`src/rtl/core_pkg.sv`:
```
// Shared core types and helpers: fetch FSM states, default PC width and
// the 4-bit LUT offset sign extension (also used by the LUT verifier).
package core_pkg;

  typedef enum logic [1:0] {IDLE, RUN, HALTED} fetch_state_t;

  localparam int PC_W_DEFAULT = 10;

  // Callers size-cast the 32-bit result down to their own PC width.
  function automatic logic [31:0] sext4(input logic [3:0] val);
    return {{28{val[3]}}, val};
  endfunction

endpackage

```
`src/rtl/fetch_pc.sv`:
```
// Program counter and fetch sequencing with start/halt/done handshake.
// Optional return-address register enabled by defining FETCH_PC_LINK_EN.
module fetch_pc
  import core_pkg::*;
#(
  parameter int              PC_W     = PC_W_DEFAULT,
  parameter logic [PC_W-1:0] START_PC = '0
) (
  input  logic            clk,
  input  logic            reset,
  input  logic            start,
  input  logic            stall,
  input  logic            halt_req,
  input  logic            branch_taken,
  input  logic            jump,
  input  logic [3:0]      lut_val,
  output logic [PC_W-1:0] pc,
  output logic            running,
  output logic            done
`ifdef FETCH_PC_LINK_EN
  ,
  output logic [PC_W-1:0] link_pc
`endif
);

  fetch_state_t    state_q, state_d;
  logic [PC_W-1:0] pc_q, pc_d;
  logic            start_q;
  logic            start_edge;
  logic [PC_W-1:0] offset;
  logic [PC_W-1:0] pc_inc;

  assign start_edge = start & ~start_q;
  assign offset     = PC_W'(sext4(lut_val));
  assign pc_inc     = pc_q + PC_W'(1);

`ifdef FETCH_PC_LINK_EN
  logic [PC_W-1:0] link_q, link_d;
`endif

  always_ff @(posedge clk) begin
    if (reset) begin
      state_q <= IDLE;
      pc_q    <= START_PC;
      start_q <= 1'b0;
`ifdef FETCH_PC_LINK_EN
      link_q  <= '0;
`endif
    end else begin
      state_q <= state_d;
      pc_q    <= pc_d;
      start_q <= start;
`ifdef FETCH_PC_LINK_EN
      link_q  <= link_d;
`endif
    end
  end

  // Priority in RUN: restart, stall, halt, jump/branch (single add), step.
  always_comb begin
    state_d = state_q;
    pc_d    = pc_q;
`ifdef FETCH_PC_LINK_EN
    link_d  = link_q;
`endif
    case (state_q)
      IDLE, HALTED: begin
        if (start_edge) begin
          state_d = RUN;
          pc_d    = START_PC;
        end
      end
      RUN: begin
        if (start_edge) begin
          pc_d = START_PC;
        end else if (stall) begin
          pc_d = pc_q;
        end else if (halt_req) begin
          state_d = HALTED;
        end else if (jump || branch_taken) begin
          pc_d = pc_q + offset;
`ifdef FETCH_PC_LINK_EN
          if (jump) link_d = pc_inc;
`endif
        end else begin
          pc_d = pc_inc;
        end
      end
      default: begin
        state_d = IDLE;
        pc_d    = START_PC;
      end
    endcase
  end

  assign pc      = pc_q;
  assign running = (state_q == RUN);
  assign done    = (state_q == HALTED);
`ifdef FETCH_PC_LINK_EN
  assign link_pc = link_q;
`endif

endmodule

```
`config.mk`:
```
export PLATFORM = sky130hd
export DESIGN_NAME = fetch_pc
export DESIGN_NICKNAME = d
export VERILOG_FILES = /design/src/rtl/core_pkg.sv /design/src/rtl/fetch_pc.sv
export SDC_FILE = /design/constraint.sdc
export NUM_CORES = 1
export LEC_CHECK = 0
export BUFFER_PORTS_ARGS = -buffer_cell sky130_fd_sc_hd__buf_2
export CAP_MARGIN = 10
export CORE_UTILIZATION = 54
export CTS_BUF_LIST = sky130_fd_sc_hd__clkbuf_4
export CTS_CLUSTER_DIAMETER = 80
export DETAILED_ROUTE_END_ITERATION = 6
export PLACE_DENSITY = 0.87
export SYNTH_ARGS = -nofsm -noshare
export SYNTH_HDL_FRONTEND = slang
export SYNTH_SLANG_ARGS = --single-unit
```
`constraint.sdc`:
```
create_clock -name clk -period 3.2 [get_ports clk]
set_input_delay 0.64 -clock clk [delete_from_list [all_inputs] [get_ports clk]]
set_output_delay 0.64 -clock clk [all_outputs]
set_load 0.01 [all_outputs]
```
; Yosys cells after proc, flatten, opt, wreduce, memory -nomap -nowiden
; Cells that the tools add are included.
; Widths: inputs -> output; s select.
[totals]
register_bits = 13
latch_bits = 0
ramBits = 0
mem_bits_ro = 0
in_bits = 11
output_inout_bits = 12
wordCells = 31
memories = 0
[classes]
add_sub_neg = 2
mul = 0
div = 0
magnitude_cmp = 0
eq_ne = 8
shift = 0
n_mux = 11
bitwise = 2
n_reduce_logical = 5
[ops]
columns = op, n
row1 = $mux 10, 5
row2 = $pmux 10 s2, 1
row3 = $add 10x1->10 const B, 1
row4 = $add 10x10->10, 1
row5 = $mux 2, 4
row6 = $ne 2x2->1 const B, 4
row7 = $ne 3x2->1 const B, 2
row8 = $pmux 2 s2, 1
row9 = $reduce_and 4->1, 1
row10 = $reduce_and 3->1, 1
row11 = $eq 2x1->1 const B, 1
row12 = $eq 2x2->1 const B, 1
row13 = $logic_not 2->1, 1
row14 = $reduce_or 2->1, 1
row15 = $and 1x1->1, 1
row16 = $logic_or 1x1->1, 1
row17 = $not 1->1, 1

; Logic depth before layout (Yosys ltp)
[depth]
ltp_word = 6
depth_mapped = 11
depth_no_buf = 11

; Least setup slack after synthesis
; OpenSTA, ideal clock, no wires.
[synth_path]
path_kind = input to register
start = in branch_taken
end = reg pc_q[9] (netlist: pc[9])
setup_time_ps = 75
arrival_ps = 2368
setup_slack_ps = 757
path_stages = 9
path_buffers = 0
cell_sequence = o21ai_0 > inv_1 > ha_1 > nand3_1 > a22oi_1 > o21ai_2 > mux2i_1 > or4_1 > a31oi_1
[synth_via]
elab_chain_cells = 6
[synth_rtl]
columns = item, line_no
row1 = start: declaration, fetch_pc.sv:14  ; input logic branch_taken,
row2 = $logic_or 1x1->1, fetch_pc.sv:80  ; end else if (jump || branch_taken) begin
row3 = $mux 10, fetch_pc.sv:80
row4 = $mux 10, fetch_pc.sv:78  ; end else if (halt_req) begin
row5 = $mux 10, fetch_pc.sv:76  ; end else if (stall) begin
row6 = $mux 10, fetch_pc.sv:74  ; if (start_edge) begin
row7 = $pmux 10 s2, fetch_pc.sv:66  ; case (state_q)
row8 = end signal: assignment, fetch_pc.sv:51  ; pc_q <= pc_d;
row9 = end: declaration, fetch_pc.sv:27  ; logic [PC_W-1:0] pc_q, pc_d;
; Every way passes these cells. The select of a mux whose other input is x is not followed.
; A chain may end at the register's enable or synchronous reset.

; Worst setup path after layout
[layout_path]
start = in branch_taken
end = reg pc_q[6] (netlist: pc[6])
; Same word-level chain as after synthesis.

==> impl_metrics.py <==
metrics = {
    "status": {
        "run_status": "completed",
    },
    "grt": {
        "grt_pass1_wl_um": 3520,
        "grt_pass1_vias": 876,
        "antenna_found_initial": 0,
        "grt.overflow.total": 0,
        "grt_max_degree": 15,
        "grt_usage_pct": 24.7,
    },
    "power": {
        "clockPowerShare_pct": 33.8,
        "power_uw": 341,
        "p_int_uw": 246,
        "vdd_ir_drop_max_mv": 0.255,
        "comb_power_share_pct": 16.8,
        "power.share.switching_pct": 27.8,
        "p_seq_share_pct": 49.4,
        "p_switching_uw": 95.1,
        "p_leak_nw": 0.467,
        "powerDensity_mw_per_mm2": 325,
    },
    "floorplanning": {
        "core_area_mm2": 0.00154,
        "dieWidth_um": 43.0,
        "initial_core_util_pct": 58.9,
        "rows": 14,
        "fp.dieArea_mm2": 0.00185,
        "dieHeight_um": 43.0,
        "io_pins": 23,
    },
    "timing": {
        "rsz0062_at_grt": "no",
        "fmax_ghz": 0.400,
        "setup_viol": 0,
        "fin_crit_sh_pct": 78.1,
        "relSlewSlack_pct": 55.0,
        "setup_tns_ps": 0,
        "fin_crit_ps": 2500,
        "setup_ws_ps": 700,
        "tightest_slew_ps": 672,
        "clock_skew_ps": 8.20,
        "holdWs_ps": 506,
        "hold_viol": 0,
        "slew_violations": 0,
    },
    "logic_synthesis": {
        "synth-compound-area-share_pct": 24.9,
        "synth_edf_count": 0,
        "yosys.area_share.simple_pct": 26.7,
        "synth_xor_area_share_pct": 2.89,
        "yosysSeqAreaShare_pct": 28.7,
        "synth-adder-area-share_pct": 9.09,
        "syn_area_um2": 908,
        "synth_top_family_by_area": "simple AND/OR/NAND/NOR gates",
        "synthMuxAreaShare_pct": 1.10,
        "yosysUniqueCellTypes": 36,
        "yosysWarningCount": 0,
        "synth-main-ff-cell": "dfxtp_1",
        "yosys_register_bits": 13,
        "syn_inst": 120,
        "synthArstFlopShare_pct": 0,
        "syn_nets": 137,
        "avgSynthCellArea_um2": 7.57,
    },
    "run": {
        "cap_violations": 0,
    },
    "cts": {
        "cts_tree": "done",
        "clkTransAtPathRegs_ps": 90,
        "cts_hold_buf": 0,
        "clockBufferDepth": 2,
        "post_cts_buffers": 0,
        "root_buffer": "clkbuf_4",
        "htreeDepth": 1,
        "worstSkewPairLatency_ps": 290,
        "clock_sinks": 13,
        "cts_buffers": 3,
        "cts_resized": 0,
    },
    "final_layout": {
        "seq_area_um2": 260,
        "fill_cells": 138,
        "multi_input_area_um2": 588,
        "final_common_cell": "buf_2",
        "final_cell_mix": "buf_2, nor2_1, dfxtp_1",
        "drive_above_1_share_pct": 21.8,
        "areaGrowthSynthToFinish_pct": 15.6,
        "finish.utilization_pct": 68.1,
        "nets": 160,
        "post-route-cell-area_mm2": 0.00105,
        "n_antenna_cell": 0,
        "fin_cells": 158,
    },
    "setup_path": {
        "critPathRequiredTime_ps": 3420,
        "cp_max_fo": 5,
        "cp.arrival_ps": 2720,
        "startpoint_type": "input pin",
        "timing_worst_setup_path_type": "input pin to register",
        "endpoint_kind": "register",
    },
    "detailed_routing": {
        "dr_total_vias": 933,
        "viasPerCell": 5.91,
        "wirelength_um": 2100,
        "detail_route.first_pass.iterations": 4,
        "route.detailed.drc": 0,
        "drtIter0Drc": 23,
        "ant_nets": 0,
        "routedWlPerCell_um": 13.3,
    },
    "placed_design": {
        "numPortBuffers": 22,
        "place_ws_ps": 435,
        "dpl_cell_area_mm2": 0.00102,
        "placed_cells": 154,
        "place.gp.congestion": 0.824,
        "dp_hpwl_um": 1540,
    },
    "worst_hold_path": {
        "min_path_type": "register to register",
    },
}
==> sequential cells by signal, indices dropped and copies added (netlist names) <==
register,count
pc,10
state_q,2
start_q,1
==> cells in the mapped netlist, types with 3 or more instances <==
cell	number	area, µm²
nor2_1	14	52.6
dfxtp_1	13	260
o21ai_0	10	50.1
inv_1	9	33.8
a21oi_1	8	40.0
nand2_1	6	22.5
nor2b_1	6	37.5
nor3_1	6	30.0
ha_1	5	62.6
clkbuf_1	4	15.0
a22oi_1	3	22.5
a31oi_1	3	18.8
nand3_1	3	15.0
==> worst max-delay path: stages <==
cell	delay [ps]
buf_2	110
nor2_1	120
or2_2	120
ha_1	150
inv_1	50
fa_1	400
nor2b_1	300
o21ai_0	160
nor2_1	170
a21oi_1	50
or3_1	310
a21oi_1	140
==> power by group through the flow <==
stage / Clock (mW) / Combinational [mW] / Sequential, mW
finish: 0.116 / 0.0574 / 0.169
detailed placement: 0 / 0.0562 / 0.172
global route: 0.124 / 0.0639 / 0.169
CTS: 0.117 / 0.0572 / 0.168
floorplan: 0 / 0.0382 / 0.172
global placement: 0 / 0.0549 / 0.172
==> path summary, 6_finish.rpt <==
kind | cells past startpoint | slack [ps] | startpoint | endpoint
setup / recovery | 12 | 700 | branch_taken | pc[6]
hold / removal | 2 | 510 | pc[9] | pc[9]
setup reg to reg | 9 | 1020 | pc[0] | pc[6]
hold reg to reg | 2 | 510 | pc[9] | pc[9]
==> logic make-up (layout without fill, tap and decap cells) <==
logic type | Yosys count | count (layout)
mux | 1 | 1
simple gates | 47 | 47
fa+ha+maj | 6 | 6
flops | 13 | 13
buf+inv | 14 | 36
xor+xnor | 3 | 3
compound gates | 36 | 36
==> cell type report <==
cell class | instances | area share [%]
Multi-Input combinational cell | 93 | 56.0
Sequential cell | 13 | 24.8
Timing Repair Buffer | 23 | 11.2
Inverter | 9 | 3.22
Clock buffer | 4 | 2.86
Tap cell | 16 | 1.91
==> metal layers <==
layer | wire, µm | track usage, %
met5 | 0 | 0
met4 | 29 | 12.7
met3 | 95 | 7.23
met2 | 1040 | 43.3
met1 | 940 | 26.4
Power figures use the tool's default switching activity.
